$ cat src/rtl/dependency_detector.sv
// dependency_detector: ID-stage data-dependency and load-use hazard detector.
// Tracks the destinations of the two instructions ahead of ID (EX and MEM
// shadow entries) and emits the registered forwarding vector for EXE plus a
// combinational load-use stall.
module dependency_detector (
  input  logic       clk,
  input  logic       rst,
  input  logic       id_valid,
  input  logic [4:0] id_rs,
  input  logic [4:0] id_rt,
  input  logic       id_use_rs,
  input  logic       id_use_rt,
  input  logic       id_wreg,
  input  logic [4:0] id_rn,
  input  logic       id_m2reg,
  input  logic       flush,
  output logic       stall,
  output logic [3:0] depen,
  output logic       ex_wreg,
  output logic [4:0] ex_rn,
  output logic       ex_m2reg,
  output logic       mem_wreg,
  output logic [4:0] mem_rn
);

  // A source matches a producer when it is really read, is not r0, and the
  // producer writes that same register.
  function automatic logic src_match(input logic       use_src,
                                     input logic [4:0] src,
                                     input logic       prod_wreg,
                                     input logic [4:0] prod_rn);
    src_match = use_src & prod_wreg & (prod_rn == src) & (src != 5'd0);
  endfunction

  logic       ex_wreg_r;
  logic [4:0] ex_rn_r;
  logic       ex_m2reg_r;
  logic       mem_wreg_r;
  logic [4:0] mem_rn_r;
  logic [3:0] depen_r;

  logic       a1_s;
  logic       b1_s;
  logic       a2_s;
  logic       b2_s;
  logic       stall_s;
  logic       bubble_s;
  logic       next_wreg_s;

  // Hazard matching against the current shadow entries; the nearer producer
  // masks the farther one so each operand selects at most one forward path.
  always_comb begin
    a1_s        = src_match(id_use_rs, id_rs, ex_wreg_r, ex_rn_r);
    b1_s        = src_match(id_use_rt, id_rt, ex_wreg_r, ex_rn_r);
    a2_s        = src_match(id_use_rs, id_rs, mem_wreg_r, mem_rn_r) & ~a1_s;
    b2_s        = src_match(id_use_rt, id_rt, mem_wreg_r, mem_rn_r) & ~b1_s;
    stall_s     = 1'b0;
    bubble_s    = 1'b0;
    next_wreg_s = id_wreg & (id_rn != 5'd0);
    // A load in EX cannot forward in time; flush overrides the hold request.
    if (id_valid && !flush && ex_m2reg_r && (a1_s || b1_s)) begin
      stall_s = 1'b1;
    end else begin
      stall_s = 1'b0;
    end
    if (flush || stall_s || !id_valid) begin
      bubble_s = 1'b1;
    end else begin
      bubble_s = 1'b0;
    end
  end

  // Two-entry destination shift plus the registered forwarding vector.
  always_ff @(posedge clk or posedge rst) begin
    if (rst) begin
      ex_wreg_r  <= 1'b0;
      ex_rn_r    <= 5'd0;
      ex_m2reg_r <= 1'b0;
      mem_wreg_r <= 1'b0;
      mem_rn_r   <= 5'd0;
      depen_r    <= 4'b0000;
    end else begin
      mem_wreg_r <= ex_wreg_r;
      mem_rn_r   <= ex_rn_r;
      if (bubble_s) begin
        ex_wreg_r  <= 1'b0;
        ex_rn_r    <= 5'd0;
        ex_m2reg_r <= 1'b0;
        depen_r    <= 4'b0000;
      end else begin
        ex_wreg_r  <= next_wreg_s;
        ex_rn_r    <= id_rn;
        ex_m2reg_r <= id_m2reg;
        depen_r    <= {a1_s, b1_s, a2_s, b2_s};
      end
    end
  end

  assign stall    = stall_s;
  assign depen    = depen_r;
  assign ex_wreg  = ex_wreg_r;
  assign ex_rn    = ex_rn_r;
  assign ex_m2reg = ex_m2reg_r;
  assign mem_wreg = mem_wreg_r;
  assign mem_rn   = mem_rn_r;

endmodule
$ cat config.mk
export PLATFORM = sky130hd
export DESIGN_NAME = dependency_detector
export DESIGN_NICKNAME = d
export VERILOG_FILES = /design/src/rtl/dependency_detector.sv
export SDC_FILE = /design/constraint.sdc
export NUM_CORES = 1
export LEC_CHECK = 0
export CAP_MARGIN = 20
export CORE_UTILIZATION = 35
export CTS_CLUSTER_DIAMETER = 60
export CTS_CLUSTER_SIZE = 25
export DETAILED_ROUTE_END_ITERATION = 10
export HOLD_SLACK_MARGIN = 0.03
export PLACE_DENSITY = 0.78
export SLEW_MARGIN = 20
export SYNTH_ARGS = -nofsm -noshare
export SYNTH_HDL_FRONTEND = slang
export SYNTH_SLANG_ARGS = --single-unit
$ cat constraint.sdc
create_clock -name clk -period 1.85 [get_ports clk]
set_clock_uncertainty 0.1 [all_clocks]
set_input_delay 0.37 -clock clk [delete_from_list [all_inputs] [get_ports clk]]
set_output_delay 0.37 -clock clk [all_outputs]
set_load 0.005 [all_outputs]
=== Word level (Yosys, flattened, before mapping) ===
Cells that the tools add are included.

* Flip-flop bits (word level): 17
* Input port bits: 23
* Output and inout bits: 18
* Logic and storage cells: 44

* Eq/ne operators: 4
* Mux-type cells: 6
* Bitwise logic cells: 17
* Reductions and logical operators: 11

{| class="wikitable"
|+ Operators by type and width
! cell !! count
|-
| 5-bit equality test || 4
|-
| 1-bit bitwise AND || 15
|-
| 5-bit nonzero test || 3
|-
| 5-bit two-way mux || 1
|-
| 1-bit two-way mux || 4
|-
| 4-bit two-way mux || 1
|-
| 1-bit logical AND || 3
|-
| 1-bit logical OR || 3
|-
| 1-bit zero test || 2
|-
| 1-bit NOT || 2
|}

=== Longest topological paths before layout ===
* Depth in word-level cells: 10
* Gate-level depth with buffers: 5

=== Least setup slack after synthesis ===
Ideal clock, no wire load.

* Path type: input port to output port
* From: in id_rt[0]
* To: out stall
* Data arrival time: 1,547 ps
* Data required time: 1,380 ps
* Path slack: -167 ps
* Cell stages on the path: 5
* Path buffers: 0
* Cells stage by stage: or4_1 > o21ai_2 > nor3_2 > o21a_4 > and2_4

* Word-level cells in the longest chain between the ends: 6

{| class="wikitable"
|+ Ends and longest elaborated chain
! what !! RTL line !! text
|-
| start, declared || 10 || <nowiki>input logic [4:0] id_rt,</nowiki>
|-
| 5-bit equality test || 32 || <nowiki>src_match = use_src & prod_wreg & (prod_rn == src) & (src != 5'd0);</nowiki>
|-
| 1-bit bitwise AND || 32 ||
|-
| 1-bit bitwise AND (*) || 32 ||
|-
| 1-bit logical OR (*) || 61 || <nowiki>if (id_valid && !flush && ex_m2reg_r && (a1_s || b1_s)) begin</nowiki>
|-
| 1-bit logical AND (*) || 61 ||
|-
| 1-bit two-way mux (*) || 61 ||
|-
| end, declared || 17 || <nowiki>output logic stall,</nowiki>
|}

Mark *: on every way between the ends. The rest lies on a longest branch, timed or not.

=== Final worst setup path ===
* From: in id_rs[1]
* To: out stall

* Word-level cells in the longest chain between the ends: 6

{| class="wikitable"
|+ Ends and longest elaborated chain
! what !! RTL line !! text
|-
| start, declared || 9 || <nowiki>input logic [4:0] id_rs,</nowiki>
|-
| 5-bit equality test || 32 ||
|-
| 1-bit bitwise AND || 32 ||
|-
| 1-bit bitwise AND (*) || 32 ||
|-
| 1-bit logical OR (*) || 61 ||
|-
| 1-bit logical AND (*) || 61 ||
|-
| 1-bit two-way mux (*) || 61 ||
|}

Marked as above.

==> qor.txt <==
status - finished, violations left
failing checks - setup timing
Initial Utilization - 37.6%
Final setup viols - 1
area grow syn2layout - 87.0%
Fin. Hold Viols - 0
fin crit period - 2200 ps
setup TNS - -345 ps
Total Nets Final - 171
worst setup path class - input port to output pin
Worst setup SP type - input port
Synth Area in Simple Gates - 20.1%
power density cells - 495 nW/µm²
Worst setup EP type - output pin
I/O pin total - 41
peak supply drop - 358 µV
Seq/Total Area, Yosys - 50.7%
unique cell type count in the Yosys netlist - 22
worst reg2reg path endpoint - depen[2]
layout cells sized above 1 - 38.8%
Yosys reg bits - 17
Antenna Nets Post-Route - 0
root buffer cell - clkbuf_4
max_cap viols - 0
initial antenna violation count - 0
largest family of logic cells by synthesized area - XOR/XNOR gates
proportion of synthesized area in mux cells - 0%
Site Rows - 17
Final Wtd Congestion - 0.860
Final Cycle Share - 119%
fin cells - 175
Synth Area in Compound Gates - 7.45%
R2R depth - 7
Synth Warn # - 0
final WL - 2380 µm
DR vias/cell - 4.67
vias in the first global route - 850
CP arrival - 1730 ps
Placed Cells - 166
worst slack at placement - -1010 ps
H-tree depth - 1
Die ar. - 2600 µm²
post-synthesis net count - 99
PnR worst setup slack - -345 ps
port bufs - 40
DR vias - 818
reg2reg setup slack - 140 ps
unrepaired setup endpoints after global routing - yes
DRT iter0 DRCs - 4
Max Clock Freq - 455 MHz
Die Y - 51.0 µm
later-pin clock latency in the skew report - 280 ps
RR Startpoint - ex_rn[0]
Leak - 0.000730 µW
Clk pin slew, worst setup/hold paths - 100 ps
# diodes - 0
DR WL/cell - 13.6 µm
xor/xnor cell area share of the yosys netlist - 20.9%
GRT Util Overall - 19.8%
Core Area - 2230 µm²
global-route wire length before repair - 3750 µm
Overflow after GRT - 0
Worst-Margin Slew - 262 ps
worst hold slack - 293 ps
CTS Sinks - 17
synthesized cell area - 840 µm²
Post-Syn Instances - 76
drt pass-1 iters - 4
CP Max Fanout - 2
TritonCTS clock tree - built
maximum clock insertion buffer count - 2
max-slew headroom at the worst pin - 82.5%
residual DRC count - 0
count of pins over their slew limit - 0
Hold WC Path Type - input port to asynchronous set/reset pin
CTS buffer count - 3
Req. time, crit path - 1380 ps
largest net degree at the start of global routing - 18
Chip Width - 51.0 µm
Fill cells - 170
adder-cell share of the synthesized area - 0%
syn_area_per_cell - 11.0 µm²
HPWL Detailed - 1890 µm
[power by group]
| group | switching (µW) | internal [µW] | total [µW] |
|---|---|---|---|
| registers | 13.8 | 383 | 397 |
| clock network | 110 | 83.5 | 194 |
| logic | 70.1 | 117 | 187 |
[area by class of cell]
class / instances / area, µm² / area share [%]
clock buffer: 4 / 26.3 / 1.67
inverter: 1 / 3.75 / 0.239
multi-input combinational: 57 / 464 / 29.6
sequential: 17 / 430 / 27.4
tap: 28 / 35.0 / 2.23
timing repair buffer: 68 / 611 / 38.9
[state kept, by name, indices dropped and copies added (netlist names)]
signal	flops
mem_wreg	1
mem_rn	5
ex_wreg	1
depen	4
ex_rn	5
ex_m2reg	1
[kinds of logic (layout without fill, tap and decap cells)]
family / count (synthesis) / count (layout)
simple gates: 31 / 31
xor+xnor: 20 / 20
flops: 17 / 17
buf+inv: 2 / 73
compound gates: 6 / 6
[critical path, stage by stage]
cell and delay (ps):
buf_2 110, or4_4 520, o21ai_4 180, nor3_4 70, o21a_4 220, and2_4 150, buf_6 100
[cells in the mapped netlist]
master      n  area, µm²
nand2_1     8       30.0
o211ai_1    1       7.51
dfrtp_1    17        425
nor4_1      1       6.26
xnor2_1    15        131
nor2b_1     1       6.26
and3b_1     1       8.76
o21ai_2     2       17.5
nor3_2      1       10.0
inv_1       1       3.75
a211oi_1    1       7.51
nor3_1      2       10.0
or4_1       3       22.5
and2_4      1       8.76
nor2_1      7       26.3
a2111oi_2   1       15.0
xor2_1      5       43.8
clkbuf_1    1       3.75
nand3_1     1       5.00
and3b_2     1       10.0
nand4_1     4       25.0
o21a_4      1       15.0
[stage by stage]
stage / instance area, µm² / utilization [%] / power, µW
5_1_grt: 1570 / 70.3 / 817
4_1_cts: 1520 / 68.2 / 772
2_1_floorplan: 862 / - / 457
3_3_place_gp: 1470 / 65.7 / 577
3_5_place_dp: 1470 / 65.7 / 581
6_report: 1570 / 70.3 / 777
[what timing repair did]
action	CTS	global route
gates resized for setup	41	12
buffers inserted	3	2
setup endpoints to repair	11	6
gates cloned	0	0
pin swaps	9	9
hold buffers	0	0
[how the worst max path moves through the flow]
stage	end	from	slack (ps)
5_1_grt	stall	ex_rn[0]	-390
2_1_floorplan	stall	id_rt[0]	-150
4_1_cts	stall	id_rs[3]	-330
6_report	stall	id_rs[1]	-350
3_3_place_gp	stall	id_rt[0]	-1010
3_5_place_dp	stall	id_rs[0]	-1010
[layout by cell type, fill, tap and decap left out, drive strengths merged, types with 4 or more instances in the layout]
master          n
nand2           8
xor2            5
nand4           4
dfrtp          17
buf            36
xnor2          15
clkdlybuf4s50  28
clkbuf          4
nor2            7
[routing by layer]
layer / GRT usage, % / up-vias / part of all wire, %
met5: 0 / - / 0
met4: 4.17 / 0 / 0
met3: 2.98 / 0 / 3.7
met2: 37.5 / 24 / 55
met1: 23.1 / 384 / 42
li1: - / 410 / -
Power figures use the tool's default switching activity.
